$ cat src/rtl/multi_channel_stream_cipher.sv
// rtl/multi_channel_stream_cipher.sv - per-channel LFSR XOR stream cipher for pixel streams
//
// Ports:
//   clk, rst                 rising-edge clock, asynchronous active-high reset
//   seed_load, seed          one-cycle pulse loading a new 32-bit key seed
//   mode                     0 = bypass, 1 = XOR with keystream (sampled per accepted pixel)
//   in_valid/in_ready/in_data            pixel input, channel c at [c*W +: W]
//   out_valid/out_ready/out_data/out_last registered result stream, last on final frame pixel
//   key_ready                keystream is live (RUN)
//   done                     frame finished, waiting for the next seed_load
module multi_channel_stream_cipher #(
  parameter int CH        = 3,
  parameter int W         = 8,
  parameter int FRAME_PIX = 65536,
  parameter int WARMUP    = 16
) (
  input  logic            clk,
  input  logic            rst,
  input  logic            seed_load,
  input  logic [31:0]     seed,
  input  logic            mode,
  input  logic            in_valid,
  output logic            in_ready,
  input  logic [CH*W-1:0] in_data,
  output logic            out_valid,
  input  logic            out_ready,
  output logic [CH*W-1:0] out_data,
  output logic            out_last,
  output logic            key_ready,
  output logic            done
);

  localparam int CW    = $clog2(FRAME_PIX + 1);
  localparam int WW    = (WARMUP > 0) ? $clog2(WARMUP + 1) : 1;
  localparam int WLAST = (WARMUP > 0) ? WARMUP - 1 : 0;

  localparam logic [1:0] S_IDLE   = 2'd0;
  localparam logic [1:0] S_WARMUP = 2'd1;
  localparam logic [1:0] S_RUN    = 2'd2;
  localparam logic [1:0] S_DONE   = 2'd3;
  // With no warm-up the seed goes straight to live keystream.
  localparam logic [1:0] S_START  = (WARMUP > 0) ? S_WARMUP : S_RUN;

  logic [1:0]          state;
  logic [WW-1:0]       warm_cnt;
  logic [CW-1:0]       pix_cnt;
  logic [CH-1:0][31:0] lfsr;
  logic [CH-1:0][31:0] lfsr_next;
  logic [CH-1:0][31:0] lfsr_seed;
  logic [CH*W-1:0]     pix_next;
  logic                accept;
  logic                drain;

  // Galois right-shift step with feedback taps 0x80200003.
  function automatic logic [31:0] lfsr_step(input logic [31:0] s);
    return s[0] ? ((s >> 1) ^ 32'h80200003) : (s >> 1);
  endfunction

  always_comb begin
    lfsr_next = '0;
    lfsr_seed = '0;
    pix_next  = '0;
    for (int c = 0; c < CH; c++) begin
      lfsr_next[c] = lfsr_step(lfsr[c]);
      // Golden-ratio multiples decorrelate the channels; an all-zero state would lock up.
      lfsr_seed[c] = seed ^ (32'(c + 1) * 32'h9E3779B9);
      if (lfsr_seed[c] == 32'h0) begin
        lfsr_seed[c] = 32'h1;
      end
      pix_next[c*W +: W] = in_data[c*W +: W] ^ ({W{mode}} & lfsr[c][W-1:0]);
    end
  end

  // seed_load gates in_ready so a pixel is never keyed from a state about to be replaced.
  assign in_ready  = (state == S_RUN) && (pix_cnt < CW'(FRAME_PIX)) &&
                     (!out_valid || out_ready) && !seed_load;
  assign accept    = in_valid && in_ready;
  assign drain     = out_valid && out_ready;
  assign key_ready = (state == S_RUN);
  assign done      = (state == S_DONE);

  always_ff @(posedge clk or posedge rst) begin
    if (rst) begin
      state     <= S_IDLE;
      warm_cnt  <= '0;
      pix_cnt   <= '0;
      out_valid <= 1'b0;
      out_data  <= '0;
      out_last  <= 1'b0;
      for (int c = 0; c < CH; c++) begin
        lfsr[c] <= 32'h1;
      end
    end else if (seed_load) begin
      // Reload from any state; a pending output beat belongs to the old key and is dropped.
      state     <= S_START;
      warm_cnt  <= '0;
      pix_cnt   <= '0;
      out_valid <= 1'b0;
      out_last  <= 1'b0;
      lfsr      <= lfsr_seed;
    end else begin
      if (state == S_WARMUP) begin
        lfsr     <= lfsr_next;
        warm_cnt <= warm_cnt + 1'b1;
        if (warm_cnt == WW'(WLAST)) begin
          state <= S_RUN;
        end
      end
      // Accept takes priority over drain so a simultaneous drain+accept refills with no bubble.
      if (accept) begin
        lfsr      <= lfsr_next;
        out_data  <= pix_next;
        out_last  <= (pix_cnt == CW'(FRAME_PIX - 1));
        out_valid <= 1'b1;
        pix_cnt   <= pix_cnt + 1'b1;
      end else if (drain) begin
        out_valid <= 1'b0;
      end
      if (drain && out_last) begin
        state <= S_DONE;
      end
    end
  end

endmodule

$ cat config.mk
export PLATFORM = sky130hd
export DESIGN_NAME = multi_channel_stream_cipher
export DESIGN_NICKNAME = d
export VERILOG_FILES = /design/src/rtl/multi_channel_stream_cipher.sv
export SDC_FILE = /design/constraint.sdc
export NUM_CORES = 1
export LEC_CHECK = 0
export ABC_CLOCK_PERIOD_IN_PS = 12300
export CAP_MARGIN = 20
export CORE_MARGIN = 4
export CORE_UTILIZATION = 60
export CTS_CLUSTER_DIAMETER = 60
export DETAILED_ROUTE_END_ITERATION = 6
export PLACE_DENSITY = 0.95
export REMOVE_ABC_BUFFERS = 1
export SYNTH_ARGS = -nofsm -noshare
export SYNTH_HDL_FRONTEND = slang
export SYNTH_SLANG_ARGS = --single-unit
$ cat constraint.sdc
create_clock -name clk -period 12.3 [get_ports clk]
set_input_delay 1.23 -clock clk [delete_from_list [all_inputs] [get_ports clk]]
set_output_delay 1.23 -clock clk [all_outputs]
set_load 0.02 [all_outputs]
## After elaboration in Yosys (flattened, before gate mapping)

Cells that the tools add are included.

| word-level totals | value |
|---|---|
| flip-flop bits (word level) | 146 |
| input bits | 62 |
| logic and storage cells | 72 |

| operators by class | value |
|---|---|
| $add $sub $neg | 2 |
| magnitude comparators | 1 |
| equal/unequal tests | 5 |
| multiplexer cells | 22 |
| bitwise gates (word level) | 13 |
| reductions and logical operators | 20 |

Operators with widths:

| operator | count |
|---|---|
| two-way mux 96 bit | 3 |
| two-way mux 32 bit | 6 |
| logical NOT 32 bit | 3 |
| two-way mux 17 bit | 2 |
| bitwise AND 8 bit | 3 |
| XOR 8 bit | 3 |
| inverter 20 bit | 1 |
| inverter 19 bit | 1 |
| inverter 18 bit | 1 |
| adder 17 x 1 -> 17 bit, second input constant | 1 |
| == test 17 x 16 -> 1 bit, second input constant | 1 |
| less-than comparator 17 bit, second input constant | 1 |
| inverter 3 -> 4 bit | 3 |
| nonzero test 3 bit | 4 |
| two-way mux 5 bit | 2 |
| two-way mux 2 bit | 4 |
| logical AND 1 bit | 6 |
| adder 5 x 1 -> 5 bit, second input constant | 1 |
| == test 5 x 4 -> 1 bit, second input constant | 1 |
| two-way mux 1 bit | 5 |
| == test 2 bit, second input constant | 2 |
| AND reduction 2 bit | 2 |
| nonzero test 2 bit | 2 |
| == test 2 x 1 -> 1 bit, second input constant | 1 |
| other kinds (3) | 4 |

## Longest topological paths before layout

Gate-level depths: netlist (run 1).

| depth | value |
|---|---|
| depth after elaboration | 7 |
| mapped depth | 8 |
| depth with buffers taken out | 7 |

## Least setup slack after synthesis (run 1)

No wires, ideal clock.

| path | value |
|---|---|
| path kind | in2out |
| start point | input seed_load |
| end point | output in_ready |
| data arrival time | 1.917 ns |
| data required time | 11.070 ns |
| slack | 9.153 ns |
| cell stages on the path | 2 |
| cell sequence | nor4b_4 -> and2_1 |

| between the ends | value |
|---|---|
| longest elaborated chain between the ends | 2 |

RTL lines:

| what | line | text |
|---|---|---|
| start: declaration | 19 | `input logic seed_load,` |
| logical NOT 1 bit | 76 | `(!out_valid \|\| out_ready) && !seed_load;` |
| logical AND 1 bit | 76 |  |
| end: declaration | 23 | `output logic in_ready,` |

No other way between the ends.

## Worst setup path in the final report (run 1)

| path | value |
|---|---|
| start point | input out_ready |
| end point | output in_ready |

| between the ends | value |
|---|---|
| longest elaborated chain between the ends | 3 |

RTL lines:

| what | line | text |
|---|---|---|
| start: declaration | 26 | `input logic out_ready,` |
| logical OR 1 bit | 76 |  |
| logical AND 1 bit | 75 | `assign in_ready = (state == S_RUN) && (pix_cnt < CW'(FRAME_PIX)) &&` |
| logical AND 1 bit | 76 |  |

No other way between the ends.

==> results.cfg, run 1 <==
[timing]
hold_violations = 0
worst_slew_pin_slew_ns = 0.955
setup_slack_ns = 8.28
slew_violations = 0
max_freq_mhz = 249
rsz0062_at_grt = no
whs_ns = 0.476
setup_violations = 0
fin_skew_ns = 0.00855
setup_tns_ns = 0
slew_headroom = 0.363
fin_crit_ns = 4.02
period_share = 0.327

[synthesis]
synth_common_cells = nand2_1 (179), dfrtp_1 (143), o21ai_0 (134), nor2_1 (35), xor2_1 (33)
yosys_warnings = 0
avgSynthCellArea_sq_um = 9.09
synth_flop_cell = dfrtp_1
yosysMostFrequentCell = nand2_1
synth_edf_count = 0
ys_async_sr_fraction = 1.00
synth_area_leaders = dfrtp_1 (51%), nand2_1 (9.6%), o21ai_0 (9.6%), xor2_1 (4.1%), mux2i_1 (3.0%)
yosysUniqueCellTypes = 51
netlist_area_sq_um = 7020
yosysTopAreaCellShare = 0.510
yosysSeqAreaShare = 0.521
synth_top_cell_by_area = dfrtp_1
ys_ff_latch = 146
syn_inst = 772

[route]
finalWirelength_microns = 16400
num_vias = 5796
drtIter0Drc = 591
post_drt_wl_per_cell_microns = 16.6
drc = 0
ant_nets = 0
viasPerCell = 5.85
first_pass_iters = 6

[layout]
area_growth_pct = 21.0
diodes = 0
drive_above_1_share = 0.0555
final_area_sq_um = 8490
nNetsFinal = 901

[die]
dieArea_sq_um = 13500
rows = 39
fp.dieH_microns = 116
initial_core_util = 0.615
die_width_microns = 116
core_area_sq_um = 11400
ios = 91

[cts]
htree_levels = 4
clk_latency_ns = 0.42
hold_buffers = 0
clkTransAtPathRegs_ns = 0.05
cts_resized = 0
clock_sinks = 146
clockBufferDepth = 2
post-cts-setup-buffers = 0
cts_tree = built
root_buffer = clkbuf_16
numCtsBuffers = 17

[pwr]
power_mw = 1.16
power_density_nw_per_um2 = 137
leakage_nw = 3.47
peakVddDrop_v = 0.000121

[min_path]
min_path_type = reg -> reg

[outcome]
run_status = completed

[place]
gp_congestion = 0.846
numPortBuffers = 90
placed_cell_area_sq_um = 7900
dp_hpwl_microns = 11000
detailedPlace.worstSlack_ns = 8.15

[global_route]
grt_pass1_vias = 5539
antenna_found_initial = 0
overflow = 0
grt_usage = 0.253
grt_start_max_net_pins = 116
grt_first_pass_wirelength_microns = 26700

[critical_path]
critical_path_class = in -> out
crit_path_start_kind = primary input
crit_fanout = 8
required_ns = 11.07
cp.arrival_ns = 2.79
cp-end-kind = output port

[flow_run]
cap_violations = 0
[worst paths after layout]
check | startpoint | slack, ns | cells past startpoint | endpoint
min in group asynchronous | rst | 1.35 | 2 | out_data[10]$_DFFE_PP0P_
setup / recovery | out_ready | 8.28 | 4 | in_ready
hold reg to reg | out_data[11]$_DFFE_PP0P_ | 0.48 | 2 | out_data[11]$_DFFE_PP0P_
setup reg to reg | state[0]$_DFFE_PP0P_ | 9.28 | 5 | lfsr[1]$_DFFE_PP0P_
hold / removal | out_data[11]$_DFFE_PP0P_ | 0.48 | 2 | out_data[11]$_DFFE_PP0P_
max in group asynchronous | rst | 9.81 | 3 | lfsr[6]$_DFFE_PP0P_
[logic make-up after synthesis]
logic type | count (synthesis) | synth area share
simple gates | 269 | 0.171
compound gates | 232 | 0.181
flops | 146 | 0.521
buf+inv | 62 | 0.0414
xor+xnor | 35 | 0.0437
mux | 24 | 0.0348
fa+ha+maj | 4 | 0.00713
[through the flow]
stage,util,cells
final,0.744,990
after detailed placement,0.692,958
after global routing,0.744,990
after CTS,0.742,989
after floorplan,-,720
after global placement,0.692,958
[registers in the layout, summed over array words and instances, names as in the netlist]
register and flops:
lfsr 96, out_data 24, pix_cnt 17, warm_cnt 5, state 2, out_last 1, out_valid 1
[placed cells by master (no fill, tap or decap), drive strengths merged, types with 3 or more instances in the layout]
cell,count
a21boi,21
a21oi,29
a22oi,3
a31oi,8
and3,3
buf,7
clkbuf,26
clkdlybuf4s50,89
clkinv,3
dfrtp,143
dfstp,3
ha,4
inv,10
mux2,3
mux2i,21
nand2,179
nand2b,3
nand3,9
nand4,10
nor2,35
nor2b,4
nor4,6
o21ai,159
o31ai,3
or4bb,3
xor2,33
[cell type report]
type                       count  area, sq um
clock buffer                  26          499
clock inverter                 5         75.1
fill                         788         2930
inverter                      10         42.5
multi-input combinational    564         3080
sequential                   146         3660
tap                          143          179
timing repair buffer          96          956
[worst max-delay path, cell delays in order]
cell             delay [ns]
clkdlybuf4s50_1        0.47
nand2b_1               0.31
and2_1                 0.18
clkdlybuf4s50_1        0.60
[where the power goes]
group / total [mW] / internal [mW] / leakage (nW) / switching (mW)
registers: 0.545 / 0.518 / 1.81 / 0.0273
logic: 0.111 / 0.0506 / 1.38 / 0.0603
clock network: 0.504 / 0.318 / 0.284 / 0.186
[routing by layer]
metal,up-vias,wire [microns],track usage,share of wire
met2,250,7860,0.404,0.48
met1,2755,7030,0.349,0.43
met4,0,235,0.0804,0.014
li1,2770,-,-,-
met3,21,1270,0.0554,0.077
met5,-,0,0,0
Power figures use the tool's default switching activity.
==> run 2: changes to the inputs <==
ABC_CLOCK_PERIOD_IN_PS = 4200   (was 12300)
CORE_UTILIZATION = 56   (was 60)
PLACE_DENSITY = 0.9   (was 0.95)
clock period = 4.2 ns   (was 12.3 ns; I/O delays follow)
==> results.cfg, run 2 (synthesis gave the netlist of run 1 again) <==
[outcome]
run_status = completed

[route]
post_drt_wl_per_cell_microns = 16.6
dr.max_layer_used = met4
viasPerCell = 5.75
drtIter0Drc = 536
met2_length_microns = 8000
route.met3.wl_microns = 1220
num_vias = 5872
drt-met1-wl_microns = 7390
drc = 0
finalWirelength_microns = 16900
ant_nets = 0
first_pass_iters = 5

[pwr]
power_density_nw_per_um2 = 415
clockPowerShare = 0.464
pwr-share-seq = 0.444
leakage_nw = 3.55
power_frac_comb = 0.092
peakVddDrop_v = 0.000364
p_int_mw = 2.77
power_switching_mw = 0.832
power_mw = 3.60
switching_share = 0.231

[cts]
root_buffer = clkbuf_16
clockBufferDepth = 2
htree_levels = 4
clkTransAtPathRegs_ns = 0.06
clk_latency_ns = 0.42
post-cts-setup-buffers = 0
hold_buffers = 0
numCtsBuffers = 17
cts_tree = built
clock_sinks = 146
cts_resized = 0

[layout]
seq_area_sq_um = 3660
drive_above_1_share = 0.0656
nNetsFinal = 907
multi_input_area_sq_um = 3080
final_cell_mix = nand2_1 (179), dfrtp_1 (143), o21ai_0 (134), clkdlybuf4s50_1 (89), nor2_1 (35)
final_area_sq_um = 8680
area_growth_pct = 23.7
post-route-util = 0.714
fillers = 892
final_common_cell = nand2_1
diodes = 0
instances_no_fill = 1022
regMostFlops = lfsr
reg_top3 = lfsr: 96 flops, out_data: 24 flops, pix_cnt: 17 flops
largest_reg_flops = 96

[timing]
rsz0062_at_grt = no
setup_violations = 0
slew_headroom = 0.308
max_freq_mhz = 385
fin_skew_ns = 0.00626
period_share = 0.619
fin_crit_ns = 2.60
hold_violations = 0
slew_violations = 0
worst_slew_pin_slew_ns = 1.04
whs_ns = 0.296

[global_route]
grt_usage = 0.244
grt_first_pass_wirelength_microns = 27800
grt_pass1_vias = 5547
overflow = 0
grt_start_max_net_pins = 124
antenna_found_initial = 0

[critical_path]
r2r_slack_ns = 1.70
worstRegToRegCells = 5
slowest_stage = clkdlybuf4s50_1
max_stage_delay_ns = 0.60
crit_path_start_kind = flop
r2r_end = lfsr[83]$_DFFE_PP0P_
critical_path_class = reg -> out
regToRegStartpoint = state[0]$_DFFE_PP0P_
cp-end-kind = output port
crit_fanout = 7
cp.arrival_ns = 2.18
timing.critical_path.cells = nor4b_4 > and2_1 > clkdlybuf4s50_1
required_ns = 3.78

[place]
placed_cell_area_sq_um = 7980
dp.cells = 988
gp_congestion = 0.820
dp_hpwl_microns = 11000
numPortBuffers = 90

[min_path]
min_path_type = in -> async

[die]
initial_core_util = 0.577
ios = 91
rows = 40
core_area_sq_um = 12200
fp.dieH_microns = 120
dieArea_sq_um = 14400
die_width_microns = 120

[flow_run]
cap_violations = 0
==> run 2: how the worst max path moves through the flow <==
stage	startpoint	depth (start not counted)	to	slack (ns)
final	state[0]$_DFFE_PP0P_	3	in_ready	1.60
after global routing	state[0]$_DFFE_PP0P_	3	in_ready	1.48
after floorplan	out_ready	3	lfsr[10]$_DFFE_PP0P_	-2.52
after global placement	seed_load	5	lfsr[94]$_DFFE_PP0P_	1.43
after detailed placement	seed_load	5	lfsr[63]$_DFFE_PP0P_	1.35
after CTS	state[0]$_DFFE_PP0P_	3	in_ready	1.59
==> run 2: final cells by class <==
| type | count | share of cell area |
|---|---|---|
| Clock inverter | 9 | 0.0203 |
| Tap cell | 168 | 0.0242 |
| Clock buffer | 23 | 0.0551 |
| Multi-Input combinational cell | 564 | 0.355 |
| Timing Repair Buffer | 102 | 0.119 |
| Inverter | 10 | 0.00490 |
| Sequential cell | 146 | 0.421 |
==> run 2: power by group through the flow <==
stage	Clock (mW)	Combinational [mW]	Sequential [mW]
2_1_floorplan	0	0.184	1.59
3_3_place_gp	0	0.309	1.62
3_5_place_dp	0	0.323	1.62
4_1_cts	1.69	0.328	1.60
5_1_grt	1.75	0.371	1.61
6_report	1.67	0.331	1.60
==> run 2: through the flow <==
stage	setup TNS, ns	setup WS [ns]
6_report	0	1.60
3_3_place_gp	0	1.43
5_1_grt	0	1.48
4_1_cts	0	1.59
2_1_floorplan	-249.98	-2.52
3_5_place_dp	0	1.35
==> run 2: routing by layer <==
layer  up-vias  track usage
met5         -            0
met3        25       0.0551
met4         0       0.0909
li1       2788            -
met2       228        0.377
met1      2831        0.339
==> run 2: critical path, delay by kind of cell, from the launching register on <==
family                 cells  cell delay, ns
buffers and inverters      1            0.60
flip-flops                 1            0.45
AND/OR/NAND/NOR            2            0.71
==> run 3: changes to the inputs <==
ABC_CLOCK_PERIOD_IN_PS = 2700   (was 4200)
clock period = 2.7 ns   (was 4.2 ns; I/O delays follow)
==> results.cfg, run 3 (synthesis gave the netlist of run 1 again) <==
[outcome]
run_status = completed

[route]
ant_nets = 0
first_pass_iters = 5
num_vias = 5852
viasPerCell = 5.70
finalWirelength_microns = 17000
drc = 0
drtIter0Drc = 510
post_drt_wl_per_cell_microns = 16.5

[cts]
hold_buffers = 0
clock_sinks = 146
htree_levels = 4
numCtsBuffers = 17
clkTransAtPathRegs_ns = 0.06
post-cts-setup-buffers = 0
root_buffer = clkbuf_16
cts_resized = 0
clk_latency_ns = 0.42
clockBufferDepth = 2
cts_tree = built

[timing]
max_freq_mhz = 399
period_share = 0.929
setup_tns_ns = 0
rsz0062_at_grt = no
fin_crit_ns = 2.51
setup_violations = 0
fin_skew_ns = 0.00591
hold_violations = 0
slew_headroom = 0.597
worst_slew_pin_slew_ns = 0.604
whs_ns = 0.180
slew_violations = 0
setup_slack_ns = 0.192

[layout]
regMostFlops = lfsr
final_common_cell = nand2_1
largest_reg_flops = 96
drive_above_1_share = 0.0745
instances_no_fill = 1027
reg_top3 = lfsr: 96 flops, out_data: 24 flops, pix_cnt: 17 flops
diodes = 0
area_growth_pct = 24.2
nNetsFinal = 912
final_area_sq_um = 8720
final_cell_mix = nand2_1 (179), dfrtp_1 (143), o21ai_0 (134), clkdlybuf4s50_1 (89), nor2_1 (35)
post-route-util = 0.717

[place]
numPortBuffers = 90
dp_hpwl_microns = 11400
dp.cells = 995
placed_cell_area_sq_um = 8080
detailedPlace.worstSlack_ns = 0.438
gp_congestion = 0.841

[die]
fp.dieH_microns = 120
initial_core_util = 0.577
rows = 40
dieArea_sq_um = 14400
ios = 91
core_area_sq_um = 12200
die_width_microns = 120

[pwr]
power_frac_comb = 0.094
power_mw = 5.55
leakage_nw = 3.56
peakVddDrop_v = 0.000415
power_density_nw_per_um2 = 637
switching_share = 0.238
p_int_mw = 4.23
power_switching_mw = 1.32
clockPowerShare = 0.459
pwr-share-seq = 0.447

[critical_path]
timing.critical_path.cells = nor4b_4 > and2_1 > clkdlybuf4s50_1
slowest_stage = clkdlybuf4s50_1
required_ns = 2.43
critical_path_class = reg -> out
r2r_slack_ns = 0.50
cp-end-kind = output port
crit_path_start_kind = flop
max_stage_delay_ns = 0.60
cp.arrival_ns = 2.24
crit_fanout = 7

[global_route]
grt_usage = 0.242
overflow = 0
grt_first_pass_wirelength_microns = 27700
grt_start_max_net_pins = 94
grt_pass1_vias = 5540
antenna_found_initial = 0

[flow_run]
cap_violations = 0

[min_path]
min_path_type = in -> reg
==> run 3: area by class of cell <==
type                    count  area (sq um)
repair buffers            107          1090
fillers                   889          3440
inverters                  10          42.5
flip-flops and latches    146          3660
clock buffers              17           425
multi-input cells         564          3080
well taps                 168           210
clock inverters            15           214
==> run 3: worst max-delay path, delay by kind of cell, from the launching register on <==
kind / cells / cell delay (ns)
and+or+nand+nor: 2 / 0.76
DFF: 1 / 0.46
buffers and inverters: 1 / 0.60
==> run 3: power groups by stage <==
stage	combinational, mW	clock (mW)	sequential [mW]
floorplan	0.286	0	2.48
global placement	0.495	0	2.51
detailed placement	0.516	0	2.51
CTS	0.525	2.57	2.48
global route	0.585	2.67	2.50
finish	0.523	2.55	2.48
==> run 3: final timing paths <==
| path | from | to | depth (start not counted) |
|---|---|---|---|
| max in group asynchronous | rst | lfsr[64]$_DFFE_PP1P_ | 3 |
| worst min-delay path | seed_load | pix_cnt[5]$_DFFE_PP0P_ | 2 |
| min in group asynchronous | rst | lfsr[84]$_DFFE_PP0P_ | 2 |
| worst max register to register | state[0]$_DFFE_PP0P_ | pix_cnt[5]$_DFFE_PP0P_ | 5 |
| worst min register to register | lfsr[23]$_DFFE_PP0P_ | lfsr[23]$_DFFE_PP0P_ | 2 |
| worst max-delay path | state[0]$_DFFE_PP0P_ | in_ready | 3 |
==> run 3: metal layers <==
metal / GRT usage / up-vias / part of all wire
met5: 0 / - / 0
met4: 0.0830 / 0 / 0.017
met3: 0.0485 / 27 / 0.070
met2: 0.381 / 228 / 0.47
met1: 0.335 / 2799 / 0.44
li1: - / 2798 / -
==> variant 1: new RTL, settings of run 2 <==
The parameter `W` goes from 8 to 6.
--- a/src/rtl/multi_channel_stream_cipher.sv
+++ b/src/rtl/multi_channel_stream_cipher.sv
@@ -10,7 +10,7 @@
 //   done                     frame finished, waiting for the next seed_load
 module multi_channel_stream_cipher #(
   parameter int CH        = 3,
-  parameter int W         = 8,
+  parameter int W         = 6,
   parameter int FRAME_PIX = 65536,
   parameter int WARMUP    = 16
 ) (
Interface: changed (resized in_data and out_data); port bits go from 91 to 79. The function was not compared with the original's and may differ.
==> variant 1 against run 2 <==
- cell area fell by 6.0%
- core utilization fell by 0.51 points
- count of clock-buffer cells in the layout fell by 3
- sequential cell count fell by 6
- setup slack got worse by 0.081 ns
- area after synthesis fell by 5.0%
- total power fell by 5.6%
- wire length fell by 2.8%
==> variant 1: results (changes against run 2) <==
status finished, final reports clean; fin nets 847 (-6.6%); R2R Setup Slk 1.88 ns (+0.18 ns); Setup Buffers After CTS 0 (unchanged); hold depth 2; share of cells above drive strength 1 7.000% (+0.44 points); Final Hold Viols 0 (unchanged); Synth area leaders dfrtp_1 51%, o21ai_0 12%, nand2_1 8.8%; Reg2Reg Launch Point state[0]$_DFFE_PP0P_; Switching Power 0.8276 mW (-0.48%); Worst Path Arrival 2.26 ns (+0.08 ns); pin count of the biggest net entering global routing 82 (-34%); IO buf count 78 (-13%); RD Place Congestion 0.8582 (+4.6%); register area share after synthesis 52.61% (+0.50 points); WHS 0.3704 ns (+0.07432 ns); Die ar. 13710 um2 (-4.7%); CTS Root Cell clkbuf_16; Starting DRT DRC Count 587 (+9.5%); vias per cell 6.001 (+4.4%); Reg clk slew, reported paths 0.06 ns (about the same); drt first pass iters 5 (unchanged); Pleak 3.266 nW (-7.9%); CTS Buffer Depth 2 (unchanged); ys flop type dfrtp_1; hold endpoint pix_cnt[14]$_DFFE_PP0P_; Inst Count DP 911 (-7.8%); first-pass GRT wire length 26950 um (-3.1%); number of global-route vias before repair 5623 (+1.4%); ys async rst share 100.0% (unchanged); dpl hpwl 10630 um (-3.8%); top cells by count, synth 156 x nand2_1, 155 x o21ai_0, 137 x dfrtp_1, 43 x clkbuf_1, 37 x a21oi_1; reg2reg end pix_cnt[15]$_DFFE_PP0P_; Post-CTS Resized 0 (unchanged); DP Worst Slack 1.685 ns (+0.3351 ns); worst vdd ir 0.3760 mV (+3.3%); Yosys cell types 49 (-3.9%); Total Wirelength 16450 um (-2.8%); n_diodes 0 (unchanged); gr usage total 25.42% (+1.0 points); antenna violations before repair 0 (unchanged); non-filler cells, final 943 (-7.7%); Inserted Clock Buffers 17 (unchanged); Clock Skew 0.007907 ns (+0.001646 ns); top flop regs lfsr: 96 flops, out_data: 18 flops, pix_cnt: 17 flops; HP Class in -> reg; worst skew pair latency 0.42 ns (about the same); Worst R2R Path Depth 4 (-1); Worst Path Max Fanout 7 (unchanged); Synth Instances 732 (-5.2%); Max-slew headroom 34.96% (+4.2 points)
==> variant 1: cell types whose count changed in the layout (fill, tap and decap cells not counted), moves of 7 or more <==
cell                    run 2  this run
a21oi_1                    29        37
clkdlybuf4s50_1            89        77
nand2_1                   179       156
o21ai_0                   134       155
o21ai_1                    25         0
xor2_1                     33        26
==> variant 1: cell type report <==
class	instances	area, um2
repair buffers	86	888.4
well taps	143	178.9
clock inverters	12	160.2
inverters	14	55.05
clock buffers	20	466.7
multi-input cells	528	2904
flip-flops and latches	140	3507
fillers	789	3356
==> variant 1: worst max path at each step <==
stage,to,slack (ns),cells after the start
after floorplan,lfsr[1]$_DFFE_PP0P_,-2.31,3
after global placement,lfsr[46]$_DFFE_PP0P_,1.73,5
after detailed placement,lfsr[80]$_DFFE_PP0P_,1.68,5
after CTS,in_ready,1.53,3
after global routing,in_ready,1.47,3
final,in_ready,1.52,3
==> variant 1: per-stage QoR <==
stage	instance area (um2)	power (mW)	util, %
after global placement	7533	1.819	65.42
after floorplan	6452	1.685	-
after CTS	8160	3.413	70.86
after detailed placement	7533	1.837	65.42
after global routing	8160	3.524	70.86
final	8160	3.400	70.86
==> variant 1: critical path: stages (launching register included) <==
cell and delay, ns:
dfrtp_1 0.46, or4b_4 0.60, nor2_1 0.16, clkdlybuf4s50_1 0.63
==> variant 1: logic make-up after synthesis <==
| family | synth area share (%) |
|---|---|
| AOI/OAI and AO/OA | 18.41 |
| buffers and inverters | 3.998 |
| xor gates and xnor gates | 3.941 |
| adders and majority gates | 0.7508 |
| DFF | 52.61 |
| and+or+nand+nor | 16.97 |
| muxes | 3.322 |
==> variant 1: per-layer routing <==
metal	vias up	global-route usage [%]	wire length (um)
li1	2635	-	-
met1	2733	31.78	6610
met2	251	42.32	8144
met3	40	7.404	1300
met4	0	9.098	388
met5	-	0	0
==> variant 1: power groups by stage <==
stage | clock network, mW | logic [mW] | registers (mW)
final | 1.58 | 0.301 | 1.52
after global routing | 1.65 | 0.337 | 1.53
after CTS | 1.59 | 0.303 | 1.52
after detailed placement | 0 | 0.294 | 1.54
after global placement | 0 | 0.281 | 1.54
after floorplan | 0 | 0.162 | 1.52
==> variant 2: new RTL, settings of run 2 <==
Made on the original files. Make the reset (`rst`) synchronous in one clocked block. Comments in the files are not updated.
--- a/src/rtl/multi_channel_stream_cipher.sv
+++ b/src/rtl/multi_channel_stream_cipher.sv
@@ -79,7 +79,7 @@
   assign key_ready = (state == S_RUN);
   assign done      = (state == S_DONE);
 
-  always_ff @(posedge clk or posedge rst) begin
+  always_ff @(posedge clk) begin
     if (rst) begin
       state     <= S_IDLE;
       warm_cnt  <= '0;
Check against the original RTL: same outputs for any inputs over 10 cycles, from zero or initial values and one cycle with rst high; that may be too few to reach the edited logic, so the function may still have changed.
==> variant 2 against run 2 <==
- via count increased by 10%
- sequential cell count unchanged
- wire length increased by 7.8%
- total power decreased by 3.1%
- area after synthesis decreased by 4.5%
- cell area decreased by 5.6%
- hold slack improved by 0.17 ns
- setup slack got worse by 0.040 ns
- critical path type unchanged
- largest power group unchanged
==> variant 2: results (changes against run 2) <==
# fillers 868 (-2.7%); routed wl met2 8635 um (+8.0%); share of cells above drive strength 1 5.674% (-0.88 points); drt first pass iters 6 (+1); Reg2Reg Launch Point state[1]$_SDFFE_PP0P_; placed cell areas 7575 um2 (-5.1%); fin nets 900 (-0.77%); Clock Skew 0.007651 ns (+0.001390 ns); Synth area leaders dfxtp_1 44%, o221ai_1 7.2%, nand2_1 5.5%; Syn Std Cell Area 6701 um2 (-4.5%); ys flop type dfxtp_1; Area Overhead vs Synth 22.27%; DP Worst Slack 1.476 ns (+0.1259 ns); Worst Path Max Fanout 8 (+1); Buffers, non-clock 100 (-2.0%); final-layout clock buffer total 22 (-4.3%); Switching Power 0.8438 mW (+1.5%); reg2reg end pix_cnt[5]$_SDFFE_PP0P_; number of global-route vias before repair 6155 (+11%); Non-CTS inverters 7 (-3); gr usage total 25.79% (+1.4 points); CP max stage delay 0.63 ns (+0.03 ns); min cycle time layout 2.640 ns (+0.04032 ns); Yosys cell types 45 (-12%); vias per cell 6.560 (+14%); HP Class reg -> reg; Starting DRT DRC Count 657 (+23%); status finished, final reports clean; sequential cell power 1.52 mW (-5%); GRT met1 Usage 34.31% (+0.38 points); area of the multi-input gates 3476 um2 (+13%); clock network area share 7.558% (+0.019 points); RD Place Congestion 0.9390 (+14%); Clock power frac 45.6% (-0.8 points); Worst R2R Path Depth 4 (-1); Clk power 1.59 mW (-5%)
variant 2: cells by family after synthesis:
| logic type | Yosys count | synth area share (%) |
|---|---|---|
| buffers and inverters | 87 | 5.022 |
| and+or+nand+nor | 293 | 21.34 |
| muxes | 9 | 1.344 |
| DFF | 146 | 43.61 |
| AOI/OAI and AO/OA | 218 | 22.96 |
| xor gates and xnor gates | 38 | 4.966 |
| adders and majority gates | 4 | 0.7469 |
variant 2: worst max-delay path by stage:
stage / from / to / cells past startpoint
3_3_place_gp: seed_load / pix_cnt[11]$_SDFFE_PP0P_ / 5
6_report: state[1]$_SDFFE_PP0P_ / in_ready / 3
3_5_place_dp: seed_load / pix_cnt[5]$_SDFFE_PP0P_ / 5
2_1_floorplan: seed_load / lfsr[11]$_SDFFE_PP0P_ / 4
5_1_grt: state[1]$_SDFFE_PP0P_ / in_ready / 3
4_1_cts: state[1]$_SDFFE_PP0P_ / in_ready / 3
